## config.mk

```make
export PLATFORM = sky130hd
export DESIGN_NAME = spi_quad_receiver
export DESIGN_NICKNAME = d
export VERILOG_FILES = /design/src/rtl/spi_quad_receiver.sv
export SDC_FILE = /design/constraint.sdc
export NUM_CORES = 1
export LEC_CHECK = 0
export CELL_PAD_IN_SITES_DETAIL_PLACEMENT = 2
export CELL_PAD_IN_SITES_GLOBAL_PLACEMENT = 2
export CORE_ASPECT_RATIO = 1.75
export CORE_MARGIN = 1.5
export CORE_UTILIZATION = 40
export CTS_BUF_LIST = sky130_fd_sc_hd__clkbuf_2 sky130_fd_sc_hd__clkbuf_4 sky130_fd_sc_hd__clkbuf_8
export CTS_CLUSTER_DIAMETER = 60
export DETAILED_ROUTE_END_ITERATION = 7
export PLACE_DENSITY_LB_ADDON = 0.1
export SYNTH_ARGS = -nofsm -noshare
export SYNTH_HDL_FRONTEND = slang
export SYNTH_SLANG_ARGS = --single-unit
```

## constraint.sdc

```tcl
create_clock -name clock -period 13.04 [get_ports clock]
set_clock_uncertainty 0.1 [all_clocks]
set_input_delay 1.304 -clock clock [delete_from_list [all_inputs] [get_ports clock]]
set_output_delay 1.304 -clock clock [all_outputs]
set_load 0.01 [all_outputs]
```

## src/rtl/spi_quad_receiver.sv

```systemverilog
// spi_quad_receiver: captures MSB-first quad-SPI frames (one nibble per sclk
// rising edge while cs is low) into a register of up to MAX_NIBBLES nibbles
// and reports each completed, non-empty frame with a one-clock valid pulse.
//
// Ports
//   clock        system clock, all state on its rising edge
//   reset        asynchronous, active-high reset
//   cs           frame select, active low, asynchronous to clock
//   sclk         serial clock, asynchronous to clock
//   sdio[3:0]    quad data lines, sampled on sclk rising edge
//   data_out     last completed frame, right-aligned
//   nibble_count nibbles captured in the last frame, saturating at MAX_NIBBLES
//   valid        one-clock pulse when data_out/nibble_count/overflow update
//   busy         high while a frame is being captured
//   overflow     last completed frame carried more than MAX_NIBBLES nibbles
//
// clock must run at least 4x sclk. SYNC_STAGES legal range is 2..3.
module spi_quad_receiver #(
  parameter int unsigned SYNC_STAGES = 2,
  parameter int unsigned MAX_NIBBLES = 16,
  localparam int unsigned DATA_W     = 4 * MAX_NIBBLES,
  localparam int unsigned CNT_W      = $clog2(MAX_NIBBLES + 1)
) (
  input  logic              clock,
  input  logic              reset,
  input  logic              cs,
  input  logic              sclk,
  input  logic [3:0]        sdio,
  output logic [DATA_W-1:0] data_out,
  output logic [CNT_W-1:0]  nibble_count,
  output logic              valid,
  output logic              busy,
  output logic              overflow
);

  typedef enum logic [1:0] {
    IDLE    = 2'd0,
    RECEIVE = 2'd1,
    DONE    = 2'd2,
    SKIP    = 2'd3
  } state_t;

  // Synchronizer chains; sdio shares the sclk depth so data stays aligned
  // with the detected edge.
  logic [SYNC_STAGES-1:0]      cs_sync;
  logic [SYNC_STAGES-1:0]      sclk_sync;
  logic [SYNC_STAGES-1:0][3:0] sdio_sync;
  logic                        sclk_prev;

  logic       cs_s;
  logic       sclk_s;
  logic [3:0] sdio_s;
  logic       sclk_rise;

  assign cs_s      = cs_sync[SYNC_STAGES-1];
  assign sclk_s    = sclk_sync[SYNC_STAGES-1];
  assign sdio_s    = sdio_sync[SYNC_STAGES-1];
  assign sclk_rise = sclk_s & ~sclk_prev;

  // Input synchronizers and sclk edge history.
  always_ff @(posedge clock or posedge reset) begin
    if (reset) begin
      cs_sync   <= '0;
      sclk_sync <= '0;
      sdio_sync <= '0;
      sclk_prev <= 1'b0;
    end else begin
      cs_sync   <= {cs_sync[SYNC_STAGES-2:0], cs};
      sclk_sync <= {sclk_sync[SYNC_STAGES-2:0], sclk};
      sdio_sync <= {sdio_sync[SYNC_STAGES-2:0], sdio};
      sclk_prev <= sclk_s;
    end
  end

  state_t              state_q, state_d;
  logic                post_rst_q;
  logic [DATA_W-1:0]   shift_q, shift_d;
  logic [CNT_W-1:0]    cnt_q, cnt_d;
  logic                ovf_q, ovf_d;
  logic [DATA_W-1:0]   data_d;
  logic [CNT_W-1:0]    ncnt_d;
  logic                oflow_d;
  logic                valid_d;
  logic                busy_d;

  // State register.
  always_ff @(posedge clock or posedge reset) begin
    if (reset) begin
      state_q <= IDLE;
    end else begin
      state_q <= state_d;
    end
  end

  // Next-state, datapath and output logic.
  always_comb begin
    state_d = state_q;
    shift_d = shift_q;
    cnt_d   = cnt_q;
    ovf_d   = ovf_q;
    data_d  = data_out;
    ncnt_d  = nibble_count;
    oflow_d = overflow;
    valid_d = 1'b0;

    unique case (state_q)
      IDLE: begin
        // Outside the first post-reset cycle, cs low here always means a
        // falling edge happened since cs was last seen high (possibly during
        // DONE). The synchronizer resets to 0, so the first post-reset cycle
        // always sees cs low and defers to SKIP until cs is seen high.
        if (!cs_s) begin
          if (post_rst_q) begin
            state_d = SKIP;
          end else begin
            state_d = RECEIVE;
            shift_d = '0;
            cnt_d   = '0;
            ovf_d   = 1'b0;
          end
        end
      end
      RECEIVE: begin
        // cs release wins over a coincident sclk edge.
        if (cs_s) begin
          state_d = DONE;
        end else if (sclk_rise) begin
          if (cnt_q == CNT_W'(MAX_NIBBLES)) begin
            ovf_d = 1'b1;
          end else begin
            shift_d = {shift_q[DATA_W-5:0], sdio_s};
            cnt_d   = cnt_q + CNT_W'(1);
          end
        end
      end
      DONE: begin
        state_d = IDLE;
        if (cnt_q != '0) begin
          data_d  = shift_q;
          ncnt_d  = cnt_q;
          oflow_d = ovf_q;
          valid_d = 1'b1;
        end
      end
      SKIP: begin
        if (cs_s) begin
          state_d = IDLE;
        end
      end
      default: begin
        state_d = IDLE;
      end
    endcase

    busy_d = (state_d == RECEIVE);
  end

  // Datapath and registered outputs.
  always_ff @(posedge clock or posedge reset) begin
    if (reset) begin
      post_rst_q   <= 1'b1;
      shift_q      <= '0;
      cnt_q        <= '0;
      ovf_q        <= 1'b0;
      data_out     <= '0;
      nibble_count <= '0;
      overflow     <= 1'b0;
      valid        <= 1'b0;
      busy         <= 1'b0;
    end else begin
      post_rst_q   <= 1'b0;
      shift_q      <= shift_d;
      cnt_q        <= cnt_d;
      ovf_q        <= ovf_d;
      data_out     <= data_d;
      nibble_count <= ncnt_d;
      overflow     <= oflow_d;
      valid        <= valid_d;
      busy         <= busy_d;
    end
  end

endmodule

```

# After elaboration in Yosys (flattened, before gate mapping)
# Index checks and enable logic that the tools add are counted.
[word_totals]
ff_bits = 158
mem_bits_ro = 0
latch_bits = 0
memories = 0
ramBits = 0
in_bits = 8
out_inout_bits = 72
[op_classes]
bitwise_logic = 2
n_addsub = 1
multipliers = 0
n_shift = 0
n_mux = 25
n_reduce_logical = 6
n_eq_ne = 11
n_lt_le_gt_ge = 0
n_div = 0
[op_table]
columns = ["cell", "n"]
rows = [
  ["two-way mux 64 bit", 5],
  ["case mux 64 bit (2 select lines)", 1],
  ["two-way mux 5 bit", 5],
  ["inequality test 2 bit (second input constant)", 6],
  ["AND reduction 6 bit", 2],
  ["case mux 5 bit (2 select lines)", 1],
  ["two-way mux 2 bit", 4],
  ["case mux 2 bit (4 select lines)", 1],
  ["two-way mux 1 bit", 7],
  ["adder 5 x 1 -> 5 bit (second input constant)", 1],
  ["equality test 5 bit (second input constant)", 1],
  ["nonzero test 5 bit", 1],
  ["equality test 2 x 1 -> 1 bit (second input constant)", 2],
  ["equality test 2 bit (second input constant)", 2],
  ["logical NOT 2 bit", 1],
  ["case mux 1 bit (2 select lines)", 1],
  ["AND reduction 2 bit", 1],
  ["nonzero test 2 bit", 1],
  ["AND 1 bit", 1],
  ["NOT 1 bit", 1],
]

# Depth between registers and ports, before layout
# Gate-level depths: netlist (run 1).
[depth]
depth_word = 5
depth_mapped = 8
mapped_depth_nobuf = 6

# Least setup slack after synthesis (run 1)
# No wires, ideal clock.
[synth_timing]
path_type = "register to register"
start = "register cnt_q[0]"
end = "register shift_q[15]"
t_arrival_ps = 1591
period_less_slack_ps = 1816
setup_ps = 125
stages_incl_launch_ff = 9
path_slack_ps = 11224
path_cell_list = "dfrtp_1 > inv_1 > ha_1 > nor4bb_4 > and2_4 > or2_4 > buf_12 > buf_8 > o21ai_2"
[synth_via]
elab_chain_len = 3
[synth_rtl]
columns = ["element", "line_no", "source"]
rows = [
  ["start: declaration", "78", "logic [CNT_W-1:0] cnt_q, cnt_d;"],
  ["start signal: assignment", "173", "cnt_q <= cnt_d;"],
  ["equality test 5 bit", "128", "if (cnt_q == CNT_W'(MAX_NIBBLES)) begin"],
  ["inequality test 2 bit (no source line)", "n/a", ""],
  ["AND reduction 6 bit (no source line)", "n/a", ""],
  ["end signal: assignment", "172", "shift_q <= shift_d;"],
  ["end: declaration", "77", "logic [DATA_W-1:0] shift_q, shift_d;"],
]
# Every way passes these cells.
# A chain may end at the register's enable or synchronous reset.

# Worst setup path after layout (run 1)
[layout_timing]
start = "register cnt_q[0]"
end = "register shift_q[5]"
# The elaborated chain is that of the path after synthesis.

==> results.sh, run 1 <==
export IMPL_place_area_um2=7158
export IMPL_initial_utilization=0.4129
export IMPL_yosysWarnings=0
export IMPL_gp_congestion=0.6946
export IMPL_ant_nets=0
export IMPL_grt_pass1_wl_mm=24.18
export IMPL_drt_iter0_markers=195
export IMPL_switching_power_uw=264.3
export IMPL_clock_root_buffer="clkbuf_8"
export IMPL_fmax_mhz=313.5
export IMPL_maxSlewHeadroom=0.3021
export IMPL_routed_via_density=5.361
export IMPL_top_usage_layer="met2"
export IMPL_clockBufferDepth=2
export IMPL_worst_slew_pin_slew_ns=1.047
export IMPL_dieWidth_um=98.51
export IMPL_synth_cell_type_count=39
export IMPL_cts_buffers=17
export IMPL_netlist_area_um2=6385
export IMPL_seqPwrFrac=0.517
export IMPL_drive_above_1_share=0.2393
export IMPL_wire_per_inst_um=18.66
export IMPL_syn_nets=519
export IMPL_cts_setup_buffers=0
export IMPL_grt_pass1_vias=4556
export IMPL_cts_hold_buf=0
export IMPL_synth_top_area_cell="dfrtp_1"
export IMPL_cellInternalPower_uw=749.6
export IMPL_rsz0062_at_grt="false"
export IMPL_pre_cts_ws_ns=9.599
export IMPL_netlist_top_cells_area="dfrtp_1, mux2_2, o21ai_0"
export IMPL_cp_required_ns=13.21
export IMPL_areaGrowthSynthToFinish_pct=18.64
export IMPL_final_util=0.4898
export IMPL_post_route_period_util=0.2446
export IMPL_critPathLaunchType="flop"
export IMPL_drt_total_wl_mm=14.38
export IMPL_num_antenna_cells=0
export IMPL_use_met3=0.03491
export IMPL_synth_area_per_cell_um2=12.54
export IMPL_stdcell_count=771
export IMPL_core_um2=15460
export IMPL_end_kind="flop"
export IMPL_ys_ff_latch=158
export IMPL_via_count=4133
export IMPL_p_leak_nw=3.356
export IMPL_min_period_ns=3.189
export IMPL_final_common_cell="dfrtp_1"
export IMPL_critical_path_class="reg -> reg"
export IMPL_hpwl_mm=8.711
export IMPL_p_total_mw=1.014
export IMPL_drc=0
export IMPL_dp_cells=739
export IMPL_vdd_drop_max_mv=0.06727
export IMPL_setup_ws_ns=9.851
export IMPL_nNetsFinal=582
export IMPL_antenna_found_initial=0
export IMPL_overflow=0
export IMPL_hold_slack_ns=0.2553
export IMPL_cts_sinks=158
export IMPL_slew_violations=0
export IMPL_clk_insertion_delay_late_ns=0.44
export IMPL_clockPowerShare=0.379
export IMPL_stdcell_area_um2=7575
export IMPL_cp_arrival_ns=3.36
export IMPL_grt_util_met1=0.2250
export IMPL_syn_inst=509
export IMPL_rows=60
export IMPL_track_usage=0.1822
export IMPL_worstPathMaxFanout=67
export IMPL_crit_slowest_cell="or2_4"
export IMPL_nFillCells=1559
export IMPL_dr_pass1_iters=4
export IMPL_layout_common_cells="dfrtp_1, o21ai_0, clkdlybuf4s50_1"
export IMPL_switching_share=0.2607
export IMPL_setup_viol=0
export IMPL_cts_tree="built"
export IMPL_die_y_um=170.1
export IMPL_crit_chain="inv_1 > ha_1 > nor4bb_4 > and2_4 > or2_4 > o21ai_0"
export IMPL_cts_resized=0
export IMPL_powerDensity_nw_per_um2=133.9
export IMPL_seq_area_frac_synth=0.6194
export IMPL_cpPeakStageDelay_ns=0.92
export IMPL_status="finished, final reports clean"
export IMPL_hp_class="reg -> reg"
export IMPL_io_buffers=79
export IMPL_ios=80
export IMPL_htree_levels=4
export IMPL_totalNegativeSetupSlack_ns=0
export IMPL_maxCapViolations=0
export IMPL_met2_usage=0.3213
export IMPL_grt_start_max_net_pins=97
export IMPL_dieArea_um2=16760
export IMPL_path_clk_slew_ns=0.09
export IMPL_comb_power_share=0.104
export IMPL_hold_viol=0
export IMPL_synth_top_cell_area_share=0.6153
-- per-layer routing --
metal	wire (um)	part of all wire
met1	6021	0.42
met4	165	0.011
met5	0	0
met3	335	0.023
met2	7862	0.55
-- synth_stat cells, drive strengths merged --
cell type and instances:
a21oi 2, a22o 2, and2 3, and2b 1, buf 20, clkbuf 18, conb 1, dfrtp 157
dfstp 1, ha 2, inv 7, mux2 68, nand2 70, nand3 2, nand3b 1, nor2 4
nor2b 2, nor3 1, nor3b 1, nor4bb 1, o211ai 1, o21a 1, o21ai 135, o22ai 1
o31ai 2, o41ai 1, or2 2, or2b 2
-- registers in the layout, indices dropped and copies added (netlist names) --
| name | cells |
|---|---|
| busy | 1 |
| cnt_q | 5 |
| cs_sync | 2 |
| data_out | 64 |
| nibble_count | 5 |
| overflow | 1 |
| ovf_q | 1 |
| post_rst_q | 1 |
| sclk_prev | 1 |
| sclk_sync | 2 |
| sdio_s | 4 |
| sdio_sync | 4 |
| shift_q | 64 |
| state_q | 2 |
| valid | 1 |
-- power by group through the flow --
stage,Combinational [mW],Clock [mW],Sequential [mW]
after floorplan,0.0688,0,0.535
after global placement,0.104,0,0.533
after detailed placement,0.107,0,0.534
after CTS,0.108,0.399,0.525
after global routing,0.116,0.414,0.527
final,0.105,0.385,0.524
-- cell type report --
class,count,area (um^2),area share
clock buffers,20,256.5,0.03386
clock inverters,12,160.2,0.02114
inverters,7,31.28,0.004130
multi-input cells,306,2126,0.2806
flip-flops and latches,158,3955,0.5221
well taps,186,232.7,0.03072
repair buffers,82,813.3,0.1074
-- worst max-delay path, delay by kind of cell, from the launching register on --
family	cells	cell delay, ns
AND/OR/NAND/NOR	3	1.93
AO/OA/AOI/OAI	1	0.25
buffers and inverters	1	0.08
adder cells (fa/ha/maj)	1	0.16
flip-flops	1	0.45
-- path summary, 6_finish.rpt --
kind                               from      endpoint  slack [ns]  cells after the start
max in group asynchronous         reset   shift_q[11]       10.15                      3
max                            cnt_q[0]    shift_q[5]        9.85                      6
min reg2reg                sdio_sync[2]     sdio_s[2]        0.26                      0
min                        sdio_sync[2]     sdio_s[2]        0.26                      0
max reg2reg                    cnt_q[0]    shift_q[5]        9.85                      6
min in group asynchronous         reset  sclk_sync[0]        1.29                      2
-- cell families after synthesis --
logic type               Yosys count  share of synthesized area
flip-flops                       158                     0.6194
AO/OA/AOI/OAI                    145                     0.1429
AND/OR/NAND/NOR                   90                    0.06330
multiplexers                      68                     0.1199
buffers and inverters             45                    0.04997
adder cells (fa/ha/maj)            2                   0.003919
other                              1                  0.0005873
Note: power is estimated with default switching activity, not from simulation.
==> run 2: changes to the inputs <==
- CORE_UTILIZATION: 40 -> 35
- clock period: 13.04 -> 2.9 ns (I/O delays scaled with it)
==> run 2 against run 1 <==
Core utilization is 5.5 points lower. Via count increased by 0.68%. Register-to-register slack got worse by 9.4 ns. Worst hold slack got worse by 0.092 ns. Sequential power grew to 4.5 times the previous value. Clock power rose to 4.8 times the previous value. Wire length is 4.3% higher. First-iteration DRC count fell by 58%.
==> results.sh, run 2 (synthesis results as in run 1) <==
export IMPL_status="finished, final reports clean"
export IMPL_core_um2=17970
export IMPL_powerDensity_nw_per_um2=601.6
export IMPL_place_area_um2=7360
export IMPL_critPathLaunchType="flop"
export IMPL_maxCapViolations=0
export IMPL_worst_slew_pin_slew_ns=0.6967
export IMPL_clockBufferDepth=2
export IMPL_dr_pass1_iters=6
export IMPL_grt_pass1_vias=4752
export IMPL_clock_root_buffer="clkbuf_8"
export IMPL_maxSlewHeadroom=0.5333
export IMPL_slew_violations=0
export IMPL_fmax_mhz=408.5
export IMPL_dp_cells=796
export IMPL_grt_start_max_net_pins=67
export IMPL_track_usage=0.1749
export IMPL_min_period_ns=2.448
export IMPL_vdd_drop_max_mv=0.3029
export IMPL_routed_via_density=5.025
export IMPL_totalNegativeSetupSlack_ns=0
export IMPL_layout_common_cells="dfrtp_1, o21ai_0, clkdlybuf4s50_1"
export IMPL_pre_cts_ws_ns=0.4981
export IMPL_cts_buffers=17
export IMPL_htree_levels=4
export IMPL_dieWidth_um=105.1
export IMPL_clk_insertion_delay_late_ns=0.46
export IMPL_nNetsFinal=591
export IMPL_cts_resized=0
export IMPL_cts_tree="built"
export IMPL_cp_required_ns=3.12
export IMPL_gp_congestion=0.6930
export IMPL_antenna_found_initial=0
export IMPL_cts_setup_buffers=0
export IMPL_worstPathMaxFanout=35
export IMPL_cp_arrival_ns=2.66
export IMPL_final_common_cell="dfrtp_1"
export IMPL_hold_viol=0
export IMPL_grt_pass1_wl_mm=25.97
export IMPL_stdcell_area_um2=7810
export IMPL_p_leak_nw=3.440
export IMPL_rsz0062_at_grt="false"
export IMPL_areaGrowthSynthToFinish_pct=22.32
export IMPL_drc=0
export IMPL_initial_utilization=0.3552
export IMPL_wire_per_inst_um=18.12
export IMPL_end_kind="flop"
export IMPL_num_antenna_cells=0
export IMPL_top_regs="data_out: 64 flops, shift_q: 64 flops"
export IMPL_rows=65
export IMPL_hpwl_mm=9.748
export IMPL_p_total_mw=4.698
export IMPL_multi_input_area_um2=2126
export IMPL_critical_path_class="reg -> reg"
export IMPL_ios=80
export IMPL_regArea_um2=3955
export IMPL_post_route_period_util=0.8442
export IMPL_hold_depth=1
export IMPL_via_count=4161
export IMPL_nFillCells=1845
export IMPL_dieArea_um2=19090
export IMPL_cts_hold_buf=0
export IMPL_drive_above_1_share=0.2508
export IMPL_die_y_um=181.7
export IMPL_path_clk_slew_ns=0.08
export IMPL_io_buffers=79
export IMPL_setup_viol=0
export IMPL_stdcell_count=828
export IMPL_hp_class="in -> reg"
export IMPL_overflow=0
export IMPL_ant_nets=0
export IMPL_rr_worst_depth=5
export IMPL_drt_total_wl_mm=15.01
export IMPL_drt_iter0_markers=82
export IMPL_cts_sinks=158
export IMPL_setup_ws_ns=0.4518
## run 2: cell types whose count changed in the layout (fill, tap and decap cells not counted), sizes merged
cell | before | now
clkbuf | 20 | 22
clkinvlp | 4 | 5
buf | 3 | 12
bufinv | 3 | 4
inv | 10 | 6
## run 2: stage by stage
stage | util | hold slack (ns)
floorplan | - | 0.2214
CTS | 0.4345 | 0.1261
detailed placement | 0.4095 | 0.2364
finish | 0.4345 | 0.1638
global route | 0.4345 | 0.1382
global placement | 0.4095 | 0.2340
## run 2: worst paths after layout
kind / start / end / slack [ns]
worst max register to register: state_q[0] / shift_q[13] / 0.45
worst min-delay path: sclk / sclk_sync[0] / 0.16
max in group asynchronous: reset / post_rst_q / 1.85
worst max-delay path: state_q[0] / shift_q[13] / 0.45
worst min register to register: sdio_sync[1] / sdio_s[1] / 0.25
min in group asynchronous: reset / data_out[44] / 0.18
## run 2: final cells by class
| cell class | count | area share |
|---|---|---|
| Inverter | 7 | 0.003845 |
| Clock buffer | 22 | 0.03717 |
| Tap cell | 234 | 0.03749 |
| Clock inverter | 10 | 0.02051 |
| Sequential cell | 158 | 0.5064 |
| Multi-Input combinational cell | 306 | 0.2722 |
| Timing Repair Buffer | 91 | 0.1224 |
## run 2: report_power, final
group	internal [mW]	switching (mW)	leakage, nW	total, mW
combinational	0.215	0.288	1.06	0.503
clock	1.02	0.815	0.218	1.84
sequential	2.29	0.0660	2.16	2.36
total	3.53	1.17	3.44	4.70
## run 2: per-layer routing
| layer | part of all wire | GRT usage |
|---|---|---|
| met1 | 0.42 | 0.2152 |
| met2 | 0.54 | 0.2988 |
| met3 | 0.026 | 0.03877 |
| met4 | 0.017 | 0.06521 |
| met5 | 0 | 0 |
## run 2: critical path, stage by stage (launching register included)
cell and delay [ns]:
dfrtp_1 0.50, inv_1 0.14, o211ai_4 0.61, or2_4 0.47, buf_12 0.27, o21ai_0 0.18
==> run 3: changes to the inputs <==
- CORE_UTILIZATION: 35 -> 39
- clock period: 2.9 -> 2.3 ns (I/O delays scaled with it)
==> run 3 against run 2 <==
Flip-flop and latch count is the same. Sequential share of layout area grew 0.52 points. Combinational power grew 29%. Worst setup slack got worse by 0.26 ns. Critical path depth rose by 2. Largest cell class unchanged. Final cell count fell by 5.2%. Fmax is 16% higher. Critical endpoint is now shift_q[59]. Clock power up 11%. Die area is 10% lower.
==> results.sh, run 3 (synthesis results as in run 1) <==
export IMPL_hp_class="in -> reg"
export IMPL_initial_utilization=0.4003
export IMPL_comb_power_share=0.114
export IMPL_p_leak_nw=3.443
export IMPL_drive_above_1_share=0.2517
export IMPL_clock_root_buffer="clkbuf_8"
export IMPL_htree_levels=4
export IMPL_cp_startpoint="cnt_q[0]"
export IMPL_final_util=0.4847
export IMPL_cp_required_ns=2.50
export IMPL_rr_worst_depth=7
export IMPL_vdd_drop_max_mv=0.4450
export IMPL_layout_common_cells="dfrtp_1, o21ai_0, clkdlybuf4s50_1"
export IMPL_via_count=4175
export IMPL_top_regs="data_out: 64 flops, shift_q: 64 flops"
export IMPL_end_kind="flop"
export IMPL_powerDensity_nw_per_um2=732.1
export IMPL_slew_violations=0
export IMPL_cp_arrival_ns=2.31
export IMPL_switching_share=0.2755
export IMPL_seqPwrFrac=0.525
export IMPL_fmax_mhz=474.5
export IMPL_hold_slack_ns=0.1219
export IMPL_hold_viol=0
export IMPL_grt_start_max_net_pins=71
export IMPL_grt_pass1_wl_mm=24.86
export IMPL_r2r_start="cnt_q[0]"
export IMPL_status="finished, final reports clean"
export IMPL_overflow=0
export IMPL_drc=0
export IMPL_nNetsFinal=593
export IMPL_ant_nets=0
export IMPL_clockBufferDepth=2
export IMPL_areaGrowthSynthToFinish_pct=21.09
export IMPL_dieArea_um2=17180
export IMPL_cts_tree="built"
export IMPL_routed_via_density=5.318
export IMPL_rsz0062_at_grt="false"
export IMPL_final_common_cell="dfrtp_1"
export IMPL_worstPathMaxFanout=33
export IMPL_min_period_ns=2.108
export IMPL_cts_buffers=17
export IMPL_die_y_um=172.3
export IMPL_grt_pass1_vias=4772
export IMPL_hpwl_mm=9.563
export IMPL_switching_power_mw=1.559
export IMPL_cts_sinks=158
export IMPL_core_um2=15950
export IMPL_num_antenna_cells=0
export IMPL_gp_congestion=0.7046
export IMPL_rows=61
export IMPL_cts_resized=0
export IMPL_antenna_found_initial=0
export IMPL_ios=80
export IMPL_rrSetupSlack_ns=0.19
export IMPL_dr_pass1_iters=4
export IMPL_path_clk_slew_ns=0.09
export IMPL_drt_iter0_markers=119
export IMPL_cts_setup_buffers=0
export IMPL_critical_path_class="reg -> reg"
export IMPL_io_buffers=79
export IMPL_cts_hold_buf=1
export IMPL_maxCapViolations=0
export IMPL_clockPowerShare=0.361
export IMPL_track_usage=0.1861
export IMPL_clk_insertion_delay_late_ns=0.43
export IMPL_critPathLaunchType="flop"
export IMPL_setup_viol=0
export IMPL_wire_per_inst_um=18.53
export IMPL_crit_end="shift_q[59]"
export IMPL_dieWidth_um=99.72
export IMPL_post_route_period_util=0.9164
export IMPL_worstReg2RegEnd="shift_q[59]"
export IMPL_drt_total_wl_mm=14.54
export IMPL_cellInternalPower_mw=4.101
[run 3: layer usage]
| layer | GRT usage | vias to the layer above | share of wire | wire length (um) |
|---|---|---|---|---|
| met5 | 0 | - | 0 | 0 |
| met4 | 0.05573 | 0 | 0.0098 | 142 |
| met3 | 0.03274 | 9 | 0.021 | 299 |
| met2 | 0.3384 | 64 | 0.56 | 8099 |
| met1 | 0.2226 | 2206 | 0.41 | 6001 |
| li1 | - | 1896 | - | - |
[run 3: worst max-delay path, cell delays in order, from the launching register on]
cell	delay, ns
dfrtp_1	0.45
inv_1	0.08
ha_1	0.17
nor4bb_4	0.37
and2_4	0.22
or2_4	0.20
buf_12	0.25
o21ai_0	0.13
[run 3: through the flow]
step	instance area [um^2]	instances	TNS [ns]	worst slack [ns]	power (mW)
finish	7731	785	0	0.1923	5.660
floorplan	6389	509	-4.718	-0.03005	3.424
detailed placement	7323	752	0	0.1495	3.690
global placement	7323	752	0	0.3028	3.661
global route	7731	785	0	0.02190	5.946
CTS	7731	785	0	0.1628	5.778
[run 3: area by class of cell]
class | instances | area [um^2]
clock inverter | 14 | 150.1
multi-input combinational | 306 | 2126
inverter | 7 | 30.03
fill | 1567 | 8220
sequential | 158 | 3955
timing repair buffer | 93 | 985.9
tap | 189 | 236.5
clock buffer | 18 | 247.7
[run 3: power by group through the flow]
stage | combinational (mW) | clock (mW) | sequential (mW)
global route | 0.716 | 2.24 | 2.99
global placement | 0.641 | 0 | 3.02
CTS | 0.667 | 2.14 | 2.97
floorplan | 0.391 | 0 | 3.03
detailed placement | 0.661 | 0 | 3.03
finish | 0.647 | 2.04 | 2.97
[run 3: worst min-delay path by stage]
| stage | cells past startpoint | from | end |
|---|---|---|---|
| floorplan | 0 | cs | cs_sync[0] |
| global placement | 0 | cs_sync[0] | cs_sync[1] |
| detailed placement | 0 | sdio_sync[3] | sdio_s[3] |
| CTS | 1 | sclk | sclk_sync[0] |
| global route | 1 | sdio[3] | sdio_sync[3] |
| finish | 1 | sclk | sclk_sync[0] |
